### src/rtl/irq_arbiter_if.sv
// Trap handshake between irq_arbiter (master) and the pipeline trap logic (slave).
interface irq_arbiter_if;
  logic       irq_req;
  logic [1:0] irq_id;
  logic [4:0] irq_code;
  logic       in_handler;
  logic       irq_ack;
  logic       mret;

  modport master (
    output irq_req,
    output irq_id,
    output irq_code,
    output in_handler,
    input  irq_ack,
    input  mret
  );

  modport slave (
    input  irq_req,
    input  irq_id,
    input  irq_code,
    input  in_handler,
    output irq_ack,
    output mret
  );
endinterface

### src/rtl/irq_arbiter.sv
// Machine interrupt arbiter: synchronises irq_in, maintains mip and issues one trap request at a time.
// Define IRQ_EDGE_LATCH_EN to make mip edge-latched (cleared on ack) instead of level-following.
module irq_arbiter #(
  parameter int unsigned SYNC_STAGES = 2
) (
  input  logic          clk,
  input  logic          rst,
  input  logic [3:0]    irq_in,
  input  logic [3:0]    mie,
  input  logic          mstatus_mie,
  output logic [3:0]    mip,
  irq_arbiter_if.master bus
);

  localparam logic [1:0] ST_IDLE    = 2'd0;
  localparam logic [1:0] ST_REQ     = 2'd1;
  localparam logic [1:0] ST_HANDLER = 2'd2;

  logic [1:0] state;
  logic       req_q;
  logic [1:0] id_q;
  logic [4:0] code_q;
  logic       in_handler_q;

  logic [3:0] sync_q [SYNC_STAGES];
  logic [3:0] sync_out;
  logic [3:0] elig;
  logic [1:0] win_id;
  logic [4:0] win_code;
  logic       ack_take;

  always_ff @(posedge clk) begin
    if (rst) begin
      for (int unsigned s = 0; s < SYNC_STAGES; s++) begin
        sync_q[s] <= '0;
      end
    end else begin
      sync_q[0] <= irq_in;
      for (int unsigned s = 1; s < SYNC_STAGES; s++) begin
        sync_q[s] <= sync_q[s-1];
      end
    end
  end

  assign sync_out = sync_q[SYNC_STAGES-1];
  assign ack_take = (state == ST_REQ) && bus.irq_ack;

`ifdef IRQ_EDGE_LATCH_EN
  logic [3:0] sync_d;
  logic [3:0] mip_q;
  logic [3:0] rise;
  logic [3:0] ack_clr;

  assign rise    = sync_out & ~sync_d;
  assign ack_clr = ack_take ? 4'(4'b0001 << id_q) : '0;

  // Clear is applied before set so a fresh edge in the ack cycle is kept.
  always_ff @(posedge clk) begin
    if (rst) begin
      sync_d <= '0;
      mip_q  <= '0;
    end else begin
      sync_d <= sync_out;
      mip_q  <= (mip_q & ~ack_clr) | rise;
    end
  end

  assign mip = mip_q;
`else
  assign mip = sync_out;
`endif

  assign elig = mip & mie & {4{mstatus_mie}};

  // Fixed priority: external > software > timer > platform-local.
  always_comb begin
    win_id = 2'd3;
    if (elig[2]) begin
      win_id = 2'd2;
    end else if (elig[0]) begin
      win_id = 2'd0;
    end else if (elig[1]) begin
      win_id = 2'd1;
    end
  end

  always_comb begin
    win_code = 5'd16;
    case (win_id)
      2'd0:    win_code = 5'd3;
      2'd1:    win_code = 5'd7;
      2'd2:    win_code = 5'd11;
      default: win_code = 5'd16;
    endcase
  end

  always_ff @(posedge clk) begin
    if (rst) begin
      state        <= ST_IDLE;
      req_q        <= 1'b0;
      id_q         <= '0;
      code_q       <= '0;
      in_handler_q <= 1'b0;
    end else begin
      case (state)
        ST_IDLE: begin
          if (elig != '0) begin
            state  <= ST_REQ;
            req_q  <= 1'b1;
            id_q   <= win_id;
            code_q <= win_code;
          end
        end
        ST_REQ: begin
          // Ack takes precedence over a same-cycle withdrawal; id stays frozen otherwise.
          if (bus.irq_ack) begin
            state        <= ST_HANDLER;
            req_q        <= 1'b0;
            in_handler_q <= 1'b1;
          end else if (elig == '0) begin
            state <= ST_IDLE;
            req_q <= 1'b0;
          end
        end
        ST_HANDLER: begin
          if (bus.mret) begin
            state        <= ST_IDLE;
            in_handler_q <= 1'b0;
          end
        end
        default: begin
          state        <= ST_IDLE;
          req_q        <= 1'b0;
          in_handler_q <= 1'b0;
        end
      endcase
    end
  end

  assign bus.irq_req    = req_q;
  assign bus.irq_id     = id_q;
  assign bus.irq_code   = code_q;
  assign bus.in_handler = in_handler_q;

  a_no_req_in_handler: assert property (@(posedge clk) disable iff (rst)
    !(req_q && in_handler_q));

  a_id_stable: assert property (@(posedge clk) disable iff (rst)
    (req_q && $past(req_q)) |-> $stable(id_q));

endmodule
### src/flat_wrapper.sv
// flat-port wrapper written by rule: the top's interface ports become plain ports
module irq_arbiter_flat 
#(
  parameter int unsigned SYNC_STAGES = 2
)
  (clk, rst, irq_in, mie, mstatus_mie, mip, bus_irq_req, bus_irq_id, bus_irq_code, bus_in_handler, bus_irq_ack, bus_mret);
  irq_arbiter_if bus_i ();
  input  logic clk;
  input  logic rst;
  input  logic [3:0] irq_in;
  input  logic [3:0] mie;
  input  logic mstatus_mie;
  output logic [3:0] mip;
  output wire logic [$bits(bus_i.irq_req)-1:0] bus_irq_req;
  output wire logic [$bits(bus_i.irq_id)-1:0] bus_irq_id;
  output wire logic [$bits(bus_i.irq_code)-1:0] bus_irq_code;
  output wire logic [$bits(bus_i.in_handler)-1:0] bus_in_handler;
  input wire logic [$bits(bus_i.irq_ack)-1:0] bus_irq_ack;
  input wire logic [$bits(bus_i.mret)-1:0] bus_mret;
  assign bus_irq_req = bus_i.irq_req;
  assign bus_irq_id = bus_i.irq_id;
  assign bus_irq_code = bus_i.irq_code;
  assign bus_in_handler = bus_i.in_handler;
  assign bus_i.irq_ack = bus_irq_ack;
  assign bus_i.mret = bus_mret;
  irq_arbiter #(.SYNC_STAGES(SYNC_STAGES)) u_core (.clk(clk), .rst(rst), .irq_in(irq_in), .mie(mie), .mstatus_mie(mstatus_mie), .mip(mip), .bus(bus_i));
endmodule
### config.mk
export PLATFORM = sky130hd
export DESIGN_NAME = irq_arbiter_flat
export DESIGN_NICKNAME = d
export VERILOG_FILES = /design/src/rtl/irq_arbiter_if.sv /design/src/rtl/irq_arbiter.sv /design/src/flat_wrapper.sv
export SDC_FILE = /design/constraint.sdc
export NUM_CORES = 1
export LEC_CHECK = 0
export CAP_MARGIN = 40
export CORE_MARGIN = 4
export CORE_UTILIZATION = 35
export DETAILED_ROUTE_END_ITERATION = 7
export PLACE_DENSITY = 0.72
export SLEW_MARGIN = 20
export SYNTH_ARGS = -nofsm -noshare
export SYNTH_HDL_FRONTEND = slang
export SYNTH_SLANG_ARGS = --single-unit
export TNS_END_PERCENT = 10
### constraint.sdc
create_clock -name clk -period 1.5 [get_ports clk]
set_input_delay 0.45 -clock clk [delete_from_list [all_inputs] [get_ports clk]]
set_output_delay 0.45 -clock clk [all_outputs]
set_load 0.005 [all_outputs]
## Yosys cells after proc, flatten, opt, wreduce, memory -nomap -nowiden

Memory sizes are Yosys's and may differ from the RTL's.
Index checks and enable logic that the tools add are counted.

| word-level totals | value |
|---|---|
| word-level logic and storage cells | 49 |
| input port bits | 13 |
| register bits after elaboration | 11 |
| RAM bits | 8 |
| memories kept | 1 |

Memory list:

| name | words | bits a word | read ports | clocked after Yosys merged registers in | write ports | RTL line | RTL |
|---|---|---|---|---|---|---|---|
| u_core.sync_q | 2 | 4 | 2 | 0 | 2 | irq_arbiter.sv:25 | `logic [3:0] sync_q [SYNC_STAGES];` |

| operators by class | value |
|---|---|
| reductions and logical operators | 8 |
| bitwise logic cells | 6 |
| mux-type cells | 21 |
| equality and inequality tests | 8 |

Operator list:

| operator | count |
|---|---|
| $pmux W5 S3 | 1 |
| $mux W2 | 7 |
| $reduce_and A3 Y1 | 3 |
| $and A4 B4 Y4 | 2 |
| $mux W1 | 8 |
| $mux W4 | 2 |
| $pmux W1 S3 | 2 |
| $pmux W2 S3 | 1 |
| $eq A2 B1 Y1 const B | 2 |
| $eq A2 B2 Y1 const B | 2 |
| $logic_not A2 Y1 | 2 |
| $logic_not A4 Y1 | 1 |
| $ne A2 B2 Y1 const B | 2 |
| $reduce_bool A4 Y1 | 1 |
| $ne A3 B3 Y1 const B | 1 |
| $ne A2 B1 Y1 const B | 1 |
| $not A1 Y1 | 2 |
| $or A1 B1 Y1 | 2 |
| $reduce_and A2 Y1 | 1 |

## Logic depth before layout (Yosys ltp)

| depth | value |
|---|---|
| depth after elaboration | 7 |
| depth in mapped cells | 3 |

## Least setup slack after synthesis

No wires, ideal clock.

| timing path | value |
|---|---|
| kind | input-to-reg |
| from | in mie[1] |
| to | reg u_core.id_q[0], in the netlist u_core.bus.irq_id[0] |
| slack | -6 ps |
| path buffers | 0 |
| library setup time | 119 ps |
| stages on the path | 3 |
| data required time | 1381 ps |
| arrival time | 1387 ps |
| cell sequence | a222oi_1 -> a21oi_2 -> o221a_1 |

| on the way | value |
|---|---|
| longest elaborated chain between the ends | 4 |

Ends and longest elaborated chain:

| what | RTL line | RTL |
|---|---|---|
| from (decl) | flat_wrapper.sv:11 | `input logic [3:0] mie;` |
| $and A4 B4 Y4 (2 in a row) | irq_arbiter.sv:73 | `assign elig = mip & mie & {4{mstatus_mie}};` |
| $reduce_bool A4 Y1 | irq_arbiter.sv:107 | `if (elig != '0) begin` |
| $reduce_and A2 Y1 (no source line) | - |  |
| to (signal assigned) | irq_arbiter.sv:110 | `id_q <= win_id;` |
| to (decl) | irq_arbiter.sv:21 | `logic [1:0] id_q;` |

No other way between the ends.
A chain may end at the register's enable or synchronous reset.

## Worst setup path in the final report

| timing path | value |
|---|---|
| from | in mie[0] |
| to | reg u_core.id_q[0], in the netlist u_core.bus.irq_id[0] |

| on the way | value |
|---|---|
| longest elaborated chain between the ends | 4 |
| elaborated cells between the ends (all ways) | 6 |
| those cells by class | mux (2); bitwise (2); reduce/logical (2) |

Ends and longest elaborated chain:

| what | RTL line |
|---|---|
| $and A4 B4 Y4 (*) (2 in a row) | irq_arbiter.sv:73 |
| $reduce_bool A4 Y1 / $mux W2 (equally long branches) | irq_arbiter.sv:107, irq_arbiter.sv:80 |
| $reduce_and A2 Y1 (no source line) / $mux W2 (equally long branches) | - |

Mark *: on every way between the ends. The rest lies on a longest branch, timed or not.

==> flow_summary.json <==
{
  "hpwl_mm": 1.091,
  "dieHeight_um": 52.86,
  "crit_family": "buffers and inverters",
  "crit_chain": "clkdlybuf4s50_1, a222oi_1, buf_4, a21oi_4, o221a_1",
  "slew_violations": 0,
  "violations": "negative setup slack",
  "stdcell_count": 126,
  "synth_nets": 82,
  "setup_violations": 1,
  "final_nets": 115,
  "cp_slowest_cell": "clkdlybuf4s50_1",
  "synth-edff-count": 0,
  "outcome": "complete, but fails checks",
  "maxSlewHeadroom_pct": 78.59,
  "clock.fmax_ghz": 0.6664,
  "synthArstFlopShare_pct": 0,
  "crit_end": "u_core.bus.irq_id[0]$_SDFFE_PP0P_",
  "cp.depth": 5,
  "core_area_sq_mm": 0.001821,
  "rr_worst_depth": 5,
  "antennaDiodeCount": 0,
  "required_ns": 1.69,
  "dieWidth_um": 52.86,
  "routed_wl_mm": 1.430,
  "hold_ws_ns": 0.4419,
  "leakage_nw": 0.4716,
  "place.gp.congestion": 0.7668,
  "period_needed_ns": 1.501,
  "critical_path_buf_inv_count": 2,
  "final.setup_skew_ns": 0.002261,
  "yosysSeqAreaShare_pct": 51.15,
  "cts_buffers": 3,
  "gr-usage-all-layers_pct": 11.53,
  "yosysUniqueCellTypes": 30,
  "grt_overflow_total": 0,
  "crit_fanout": 5,
  "max_stage_delay_ns": 0.43,
  "synth.area.top_cells": "dfxtp_1 (51%), nor2b_1 (8.0%), buf_4 (5.3%), mux2i_1 (2.8%), nand2_1 (2.7%)",
  "dp.cells": 119,
  "power_density_mw_per_mm2": 885.1,
  "synthFlopType": "dfxtp_1",
  "grt_max_degree": 16,
  "cts_tree": "done",
  "hp-start": "u_core.sync_q[0][1]$_SDFF_PP0_",
  "clock_latency_ns": 0.29,
  "fin_crit_sh_pct": 100.0,
  "grt_pass1_wl_mm": 2.332,
  "r2r_start": "u_core.sync_q[0][5]$_SDFF_PP0_",
  "cts_max_level": 1,
  "via_per_inst": 4.794,
  "start_kind": "input pin",
  "synth_area_leader_cell": "dfxtp_1",
  "syn_to_final_growth_pct": 49.73,
  "cp-end-kind": "flip-flop",
  "clk_pin_slew_ns": 0.09,
  "grt_pass1_vias": 537,
  "worstSetupPathType": "input pin to flip-flop",
  "clock_sinks": 18,
  "rsz0062_at_grt": "no",
  "antenna_left": 0,
  "ir_worst_vdd_mv": 0.5494,
  "antenna_found_initial": 0,
  "r2r_end": "u_core.bus.irq_id[0]$_SDFFE_PP0P_",
  "rrSetupSlack_ns": 0.08,
  "hold_viol_final": 0,
  "yosysMostFrequentCell": "dfxtp_1",
  "hold_path_class": "flip-flop to flip-flop",
  "clockRootBuffer": "clkbuf_4",
  "dieArea_sq_mm": 0.002794,
  "fin_ws_ns": -0.0005622,
  "portBuffers": 25,
  "synthTopCellsByCount": "dfxtp_1 (18), nor2b_1 (9), buf_4 (5), nand2_1 (5)",
  "post-route-drc-count": 0,
  "ios": 26,
  "synth_area_per_cell_sq_um": 10.21,
  "syn-cell-area_sq_um": 704.4,
  "tightest_slew_ns": 0.3212,
  "cp-startpoint": "mie[0]",
  "maxCapViolations": 0,
  "netlist_instances": 69,
  "drt_iter0_drc": 32,
  "synth_top_area_share_pct": 51.15,
  "num_rows": 15,
  "yosys_warnings": 0,
  "start_util_pct": 38.69,
  "synth-seq-cells": 18,
  "cts_buffer_depth": 2,
  "post-route-util_pct": 57.94,
  "dr.pass1.iters": 4,
  "vias": 604,
  "arrival_ns": 1.69,
  "wl_per_cell_um": 11.35,
  "drive_gt1_share_pct": 28.71
}
==> cells in the final DEF, fill, tap and decap left out, drive strengths merged, types with 2 or more instances in the layout <==
master	n
mux2i	2
nand2	5
nor2b	9
inv	2
clkdlybuf4s50	9
dfxtp	18
a21oi	4
or3b	2
clkbuf	4
buf	9
dlygate4sd2	16
nor2	3
==> power by group <==
group | internal, mW | total, mW | switching [mW]
clock | 0.148 | 0.292 | 0.144
sequential | 0.500 | 0.509 | 0.00868
combinational | 0.0801 | 0.133 | 0.0526
total | 0.728 | 0.934 | 0.205
==> how the worst min path moves through the flow <==
stage	to	slack, ns	depth (start not counted)
2_1_floorplan	u_core.sync_q[0][4]$_SDFF_PP0_	0.41	1
3_3_place_gp	u_core.sync_q[0][4]$_SDFF_PP0_	0.42	1
3_5_place_dp	u_core.sync_q[0][5]$_SDFF_PP0_	0.43	1
4_1_cts	u_core.sync_q[0][5]$_SDFF_PP0_	0.44	1
5_1_grt	u_core.sync_q[0][4]$_SDFF_PP0_	0.46	1
6_report	u_core.sync_q[0][5]$_SDFF_PP0_	0.44	1
==> layout make-up <==
cell class	count	area, sq um
sequential	18	374.1
inverter	2	7.507
clock buffer	4	36.28
fill	178	765.7
timing repair buffer	34	297.8
tap	25	31.28
multi-input combinational	43	307.8
==> state kept, by name, indices dropped and copies added (netlist names) <==
name and cells:
u_core.sync_q 8, u_core.state 2, u_core.bus.irq_id 2, u_core.bus.in_handler 1
u_core.bus.irq_code 4, u_core.bus.irq_req 1
==> timing repair <==
item                       CTS  global route
setup endpoints to repair   19             0
gates resized for setup     31             0
setup buffers                3             0
hold endpoints to repair     0             0
hold buffers                 0             0
==> cells by family (layout without fill, tap and decap cells) <==
logic type             Yosys count  after routing  share of synthesized area [%]
DFF                             18             18                          51.16
muxes                            2              2                          2.842
and+or+nand+nor                 24             24                          19.36
buffers and inverters            8             40                          6.928
AOI/OAI and AO/OA               17             17                          19.72
==> worst reg2reg max path, delay by kind of cell, from the launching register on <==
kind / cells / cell delay [ns]
buffers and inverters: 2 / 0.34
AOI/OAI and AO/OA: 3 / 0.64
DFF: 1 / 0.33
==> metal layers <==
layer / GRT usage (%) / up-vias / share of wire [%]
met2: 17.77 / 24 / 47
met5: 0 / - / 0
met4: 5.106 / 0 / 1.3
met3: 5.352 / 4 / 9.0
li1: - / 309 / -
met1: 13.57 / 267 / 43
==> per-stage QoR <==
step / power, mW / TNS (ns) / setup WS [ns] / area, sq um
detailed placement: 0.6534 / -3.022 / -0.4693 / 989.7
finish: 0.9336 / -0.0005622 / -0.0005622 / 1055
global route: 0.9797 / 0 / 0.01725 / 1055
global placement: 0.6510 / -2.786 / -0.4324 / 989.7
floorplan: 0.5739 / 0 / 0.004225 / 704.4
CTS: 0.9396 / 0 / 0.01397 / 1055
No activity file was read; power rests on OpenSTA's default activity.
